==> src/rtl/tdm_mux_4_to_1_if.sv <==
// tdm_mux_4_to_1_if: channel inputs and multiplexed slot outputs of the 4-to-1 TDM mux
interface tdm_mux_4_to_1_if #(parameter int WIDTH = 1);
  logic en;
  logic [3:0] chan_mask;
  logic [WIDTH-1:0] in0;
  logic [WIDTH-1:0] in1;
  logic [WIDTH-1:0] in2;
  logic [WIDTH-1:0] in3;
  logic [WIDTH-1:0] out;
  logic [1:0] sel;
  logic valid;
  logic frame_start;
  modport master (
    output en, chan_mask, in0, in1, in2, in3,
    input out, sel, valid, frame_start
  );
  modport slave (
    input en, chan_mask, in0, in1, in2, in3,
    output out, sel, valid, frame_start
  );
endinterface

==> src/rtl/tdm_mux_4_to_1.sv <==
// tdm_mux_4_to_1: round-robin serialiser of four channels with demux control index and frame marker
module tdm_mux_4_to_1 #(
  parameter int WIDTH = 1,
  parameter int SLOT_CYCLES = 4
) (
  input logic clk,
  input logic rst_n,
  tdm_mux_4_to_1_if.slave bus
);
  localparam int CW = SLOT_CYCLES > 1 ? $clog2(SLOT_CYCLES) : 1;
  localparam logic [CW-1:0] LAST = CW'(SLOT_CYCLES - 1);
  typedef enum logic {IDLE, RUN} state_t;
  state_t state;
  logic [CW-1:0] cnt;
  logic [1:0] first;
  logic [1:0] nxt;
  logic [WIDTH-1:0] ins [4];
  assign ins = '{bus.in0, bus.in1, bus.in2, bus.in3};
  // lowest enabled channel starts a run; next enabled channel after sel (wrapping, sel itself last) continues it
  always_comb begin
    first = bus.chan_mask[0] ? 2'd0 : bus.chan_mask[1] ? 2'd1 : bus.chan_mask[2] ? 2'd2 : 2'd3;
    nxt = bus.sel;
    for (int i = 4; i >= 1; i--)
      if (bus.chan_mask[bus.sel + 2'(i)]) nxt = bus.sel + 2'(i);
  end
  // slot sequencer: inputs are sampled only on the edge that opens a slot
  always_ff @(posedge clk) begin
    if (!rst_n) begin
      state <= IDLE;
      cnt <= '0;
      bus.out <= '0;
      bus.sel <= '0;
      bus.valid <= 1'b0;
      bus.frame_start <= 1'b0;
    end else begin
      bus.frame_start <= 1'b0;
      if (state == IDLE) begin
        if (bus.en && |bus.chan_mask) begin
          state <= RUN;
          cnt <= '0;
          bus.out <= ins[first];
          bus.sel <= first;
          bus.valid <= 1'b1;
          bus.frame_start <= 1'b1;
        end
      end else if (cnt != LAST) begin
        cnt <= cnt + 1'b1;
      end else if (!bus.en || bus.chan_mask == 4'd0) begin
        state <= IDLE;
        cnt <= '0;
        bus.out <= '0;
        bus.sel <= '0;
        bus.valid <= 1'b0;
      end else begin
        cnt <= '0;
        bus.out <= ins[nxt];
        bus.sel <= nxt;
        bus.frame_start <= (nxt <= bus.sel);
      end
    end
  end
endmodule

==> src/flat_wrapper.sv <==
// flat-port wrapper written by rule: the top's interface ports become plain ports
module tdm_mux_4_to_1_flat 
#(
  parameter int WIDTH = 1,
  parameter int SLOT_CYCLES = 4
)
  (clk, rst_n, bus_en, bus_chan_mask, bus_in0, bus_in1, bus_in2, bus_in3, bus_out, bus_sel, bus_valid, bus_frame_start);
  tdm_mux_4_to_1_if #(.WIDTH(WIDTH)) bus_i ();
  input logic clk;
  input logic rst_n;
  input wire logic [$bits(bus_i.en)-1:0] bus_en;
  input wire logic [$bits(bus_i.chan_mask)-1:0] bus_chan_mask;
  input wire logic [$bits(bus_i.in0)-1:0] bus_in0;
  input wire logic [$bits(bus_i.in1)-1:0] bus_in1;
  input wire logic [$bits(bus_i.in2)-1:0] bus_in2;
  input wire logic [$bits(bus_i.in3)-1:0] bus_in3;
  output wire logic [$bits(bus_i.out)-1:0] bus_out;
  output wire logic [$bits(bus_i.sel)-1:0] bus_sel;
  output wire logic [$bits(bus_i.valid)-1:0] bus_valid;
  output wire logic [$bits(bus_i.frame_start)-1:0] bus_frame_start;
  assign bus_i.en = bus_en;
  assign bus_i.chan_mask = bus_chan_mask;
  assign bus_i.in0 = bus_in0;
  assign bus_i.in1 = bus_in1;
  assign bus_i.in2 = bus_in2;
  assign bus_i.in3 = bus_in3;
  assign bus_out = bus_i.out;
  assign bus_sel = bus_i.sel;
  assign bus_valid = bus_i.valid;
  assign bus_frame_start = bus_i.frame_start;
  tdm_mux_4_to_1 #(.WIDTH(WIDTH), .SLOT_CYCLES(SLOT_CYCLES)) u_core (.clk(clk), .rst_n(rst_n), .bus(bus_i));
endmodule
==> config.mk <==
export PLATFORM = sky130hd
export DESIGN_NAME = tdm_mux_4_to_1_flat
export DESIGN_NICKNAME = d
export VERILOG_FILES = /design/src/rtl/tdm_mux_4_to_1_if.sv /design/src/rtl/tdm_mux_4_to_1.sv /design/src/flat_wrapper.sv
export SDC_FILE = /design/constraint.sdc
export NUM_CORES = 1
export LEC_CHECK = 0
export ABC_AREA = 1
export CORE_UTILIZATION = 48
export CTS_BUF_LIST = sky130_fd_sc_hd__clkbuf_4 sky130_fd_sc_hd__clkbuf_8 sky130_fd_sc_hd__clkbuf_16
export DETAILED_ROUTE_END_ITERATION = 10
export PLACE_DENSITY = 0.84
export SYNTH_ARGS = -nofsm -noshare
export SYNTH_HDL_FRONTEND = slang
export SYNTH_SLANG_ARGS = --single-unit
==> constraint.sdc <==
create_clock -name clk -period 2 [get_ports clk]
set_input_delay 0.4 -clock clk [delete_from_list [all_inputs] [get_ports clk]]
set_output_delay 0.4 -clock clk [all_outputs]
set_load 0.1 [all_outputs]
==> metrics.txt <==
run status finished clean; P_sw 0.349 mW; PnR worst setup slack 0.103 ns; largest net degree at the start of global routing 13; Global Route Usage Sum 0.274; worst-path maximum fanout 7; full die area 1600 sq um; vias per cell 5.38; ys async rst share 0; power per cell area 731 nW/um^2; average wire per standard cell 13.0 microns; Final Util 0.821; Setup CP Type reg -> reg; crit-path max cell delay 0.38 ns; clk buf depth 2; die height 40 microns; Inserted Clock Buffers 3; arrival time worst endpoint 2.07 ns; Area Growth Syn to Fin 56.1%; Mapped Nets 123; peak supply drop 0.000508 V; Hold Fails Final Rpt 0; Final Routed Wirelength ~2.1 mm; Die W 40 microns; Via Count 866; fillcell total 93; fin crit period 1.90 ns; share of cells above drive strength 1 0.425; Seq pwr share 0.246; max_cap viols 0; register bit total from synthesis 8; vias in the first global route 724; critical path buffer and inverter count 3; Starting Density 0.526; Non-Filler Cell Area, Final 1080 sq um; worst hold path type reg -> reg; CP required 2.17 ns; CP cell instances buf_6 > nand3_2 > nand2_4 > nor2_4 > nand3_1 > nand2_1 > nand2_2 > inv_2 > ha_4 > inv_1 > o21bai_1 > a2111oi_2; Post-Place Cell Area 961 sq um; Register Area about 170 sq um; Site Rows 13; Hold Crit Depth 1; clock group share of total power 0.160; Final Skew 0.0128 ns; Post-Route M1 WL 897 microns; Final GP Congestion 0.785; Mean Syn Cell Area 6.36 sq um; CP max stage cell dfxtp_4; Switching Fraction 0.441; dominant synthesized flop cell dfxtp_1; area of the multi-input gates approximately 500 sq um; Core Region about 1300 sq um; I/O pin total 16; drc violations 0; CTS H-tree depth 1; Reg clk slew, reported paths around 0.060 ns; Reg2Reg Depth 12; DR top layer met4; hold buffers post-CTS 0; metal2 WL 1.03 mm; Cell Int Power 0.442 mW; # setup viols final 0; WHS approximately 0.47 ns; Synth Cell Area ~700 sq um; Worst-Margin Slew 0.372 ns; Syn Inst Count between 100 and 150; CTS tree done; drt initial violations 30; initial antenna violation count 0; Top delay family on crit path simple AND/OR/NAND/NOR gates; Pre-Repair DR Iteration Count 4; CTS sink count 8; warnings from Yosys 0; stages on the worst setup path 12; Slew headroom 0.751; Comb power frac 0.593; Worst-Skew Late Latency 0.27 ns; Lkg Pwr between 0.5 and 0.6 nW; HPWL Detailed approximately 1.5 mm; nets@finish 162; pre-CTS setup slack -0.358 ns; Max Clock Freq between 0.5 and 0.6 GHz; met3 WL post-DR approximately 130 microns; global-route wire length before repair 2.91 mm; CTS Root Cell clkbuf_4; Final ANT Viol Nets 0; Post-synth EDFFs 0; grt ovf 0; max-slew violations 0; Buffers on Ports 15; Unique masters post-synth 23; post-synthesis sequential area ratio 0.231; Ant. Diodes 0; Worst setup SP type flip-flop; Tcrit/Tclk final 0.949; Power, Total 0.791 mW; Critical Path Sink Type flip-flop
[registers in the layout, summed over array words and instances (netlist names)]
signal	cells
u_core.cnt	2
u_core.bus.valid	1
u_core.bus.frame_start	1
u_core.bus.out	1
u_core.bus.sel	2
u_core.state	1
[metrics by stage]
stage | setup TNS (ns) | std cells
2_1_floorplan | -0.0169 | 109
3_3_place_gp | -0.658 | 150
3_5_place_dp | -0.970 | 150
4_1_cts | 0 | 153
5_1_grt | -0.0217 | 161
6_report | 0 | 161
[worst reg2reg max path, cell delays in order, from the launching register on]
cell and delay (ns):
dfxtp_4 0.38, buf_6 0.14, nand3_2 0.09, nand2_4 0.06
nor2_4 0.12, nand3_1 0.09, nand2_1 0.11, nand2_2 0.07
inv_2 0.09, ha_4 0.20, inv_1 0.05, o21bai_1 0.07
a2111oi_2 0.34
[cells in the final DEF (no fill, tap or decap), drive strengths merged]
master          n
a2111oi         1
a21oi          10
a221oi          1
buf            25
clkbuf          3
clkdlybuf4s50   6
clkinv          2
dfxtp           8
dlygate4sd2     3
dlymetal6s2s    1
ha              3
inv            15
nand2          36
nand3          10
nor2           13
o21ai           6
o21bai          2
o31ai           1
[power by group through the flow]
stage / registers [mW] / logic (mW) / clock network [mW]
floorplan: 0.262 / 0.203 / 0
global route: 0.196 / 0.501 / 0.142
CTS: 0.198 / 0.401 / 0.126
global placement: 0.201 / 0.379 / 0
detailed placement: 0.201 / 0.396 / 0
finish: 0.195 / 0.469 / 0.127
[repair_timing]
action	in CTS	in global routing
buffers inserted	0	8
pin swaps	1	10
gates cloned	0	0
setup endpoints to repair	1	1
resized for setup	5	13
[Yosys cell counts, types with 3 or more instances]
| library cell | count | share of area |
|---|---|---|
| o21ai_0 | 4 | 0.029 |
| dfxtp_1 | 8 | 0.23 |
| ha_1 | 3 | 0.054 |
| nand3_1 | 9 | 0.065 |
| nor2_1 | 10 | 0.054 |
| a21oi_1 | 9 | 0.065 |
| nand2_1 | 27 | 0.15 |
| inv_2 | 4 | 0.022 |
| inv_1 | 10 | 0.054 |
| nand2_2 | 7 | 0.063 |
[layer usage]
layer / vias to the layer above / track usage
met5: - / 0
met3: 8 / 0.0722
li1: 428 / -
met1: 395 / 0.334
met4: 0 / 0.0776
met2: 35 / 0.468
[final cells by class]
cell class	count	share of cell area
Timing Repair Buffer	35	0.280
Clock buffer	3	0.0208
Inverter	17	0.0682
Multi-Input combinational cell	83	0.459
Sequential cell	8	0.155
Tap cell	15	0.0173
[cells by family after synthesis]
family	count (synthesis)	share of synthesized area
and+or+nand+nor	59	0.410
DFF	8	0.231
buffers and inverters	18	0.119
adders and majority gates	3	0.0542
AOI/OAI and AO/OA	21	0.186
[final timing paths]
path         slack (ns)                           start                                 to
min                0.47      u_core.cnt[0]$_SDFFE_PN0P_         u_core.cnt[0]$_SDFFE_PN0P_
max                0.10  u_core.bus.sel[0]$_SDFFE_PN0P_  u_core.bus.frame_start$_SDFF_PN0_
max reg2reg        0.10  u_core.bus.sel[0]$_SDFFE_PN0P_  u_core.bus.frame_start$_SDFF_PN0_
min reg2reg        0.47      u_core.cnt[0]$_SDFFE_PN0P_         u_core.cnt[0]$_SDFFE_PN0P_
Note: power is estimated with default switching activity, not from simulation.
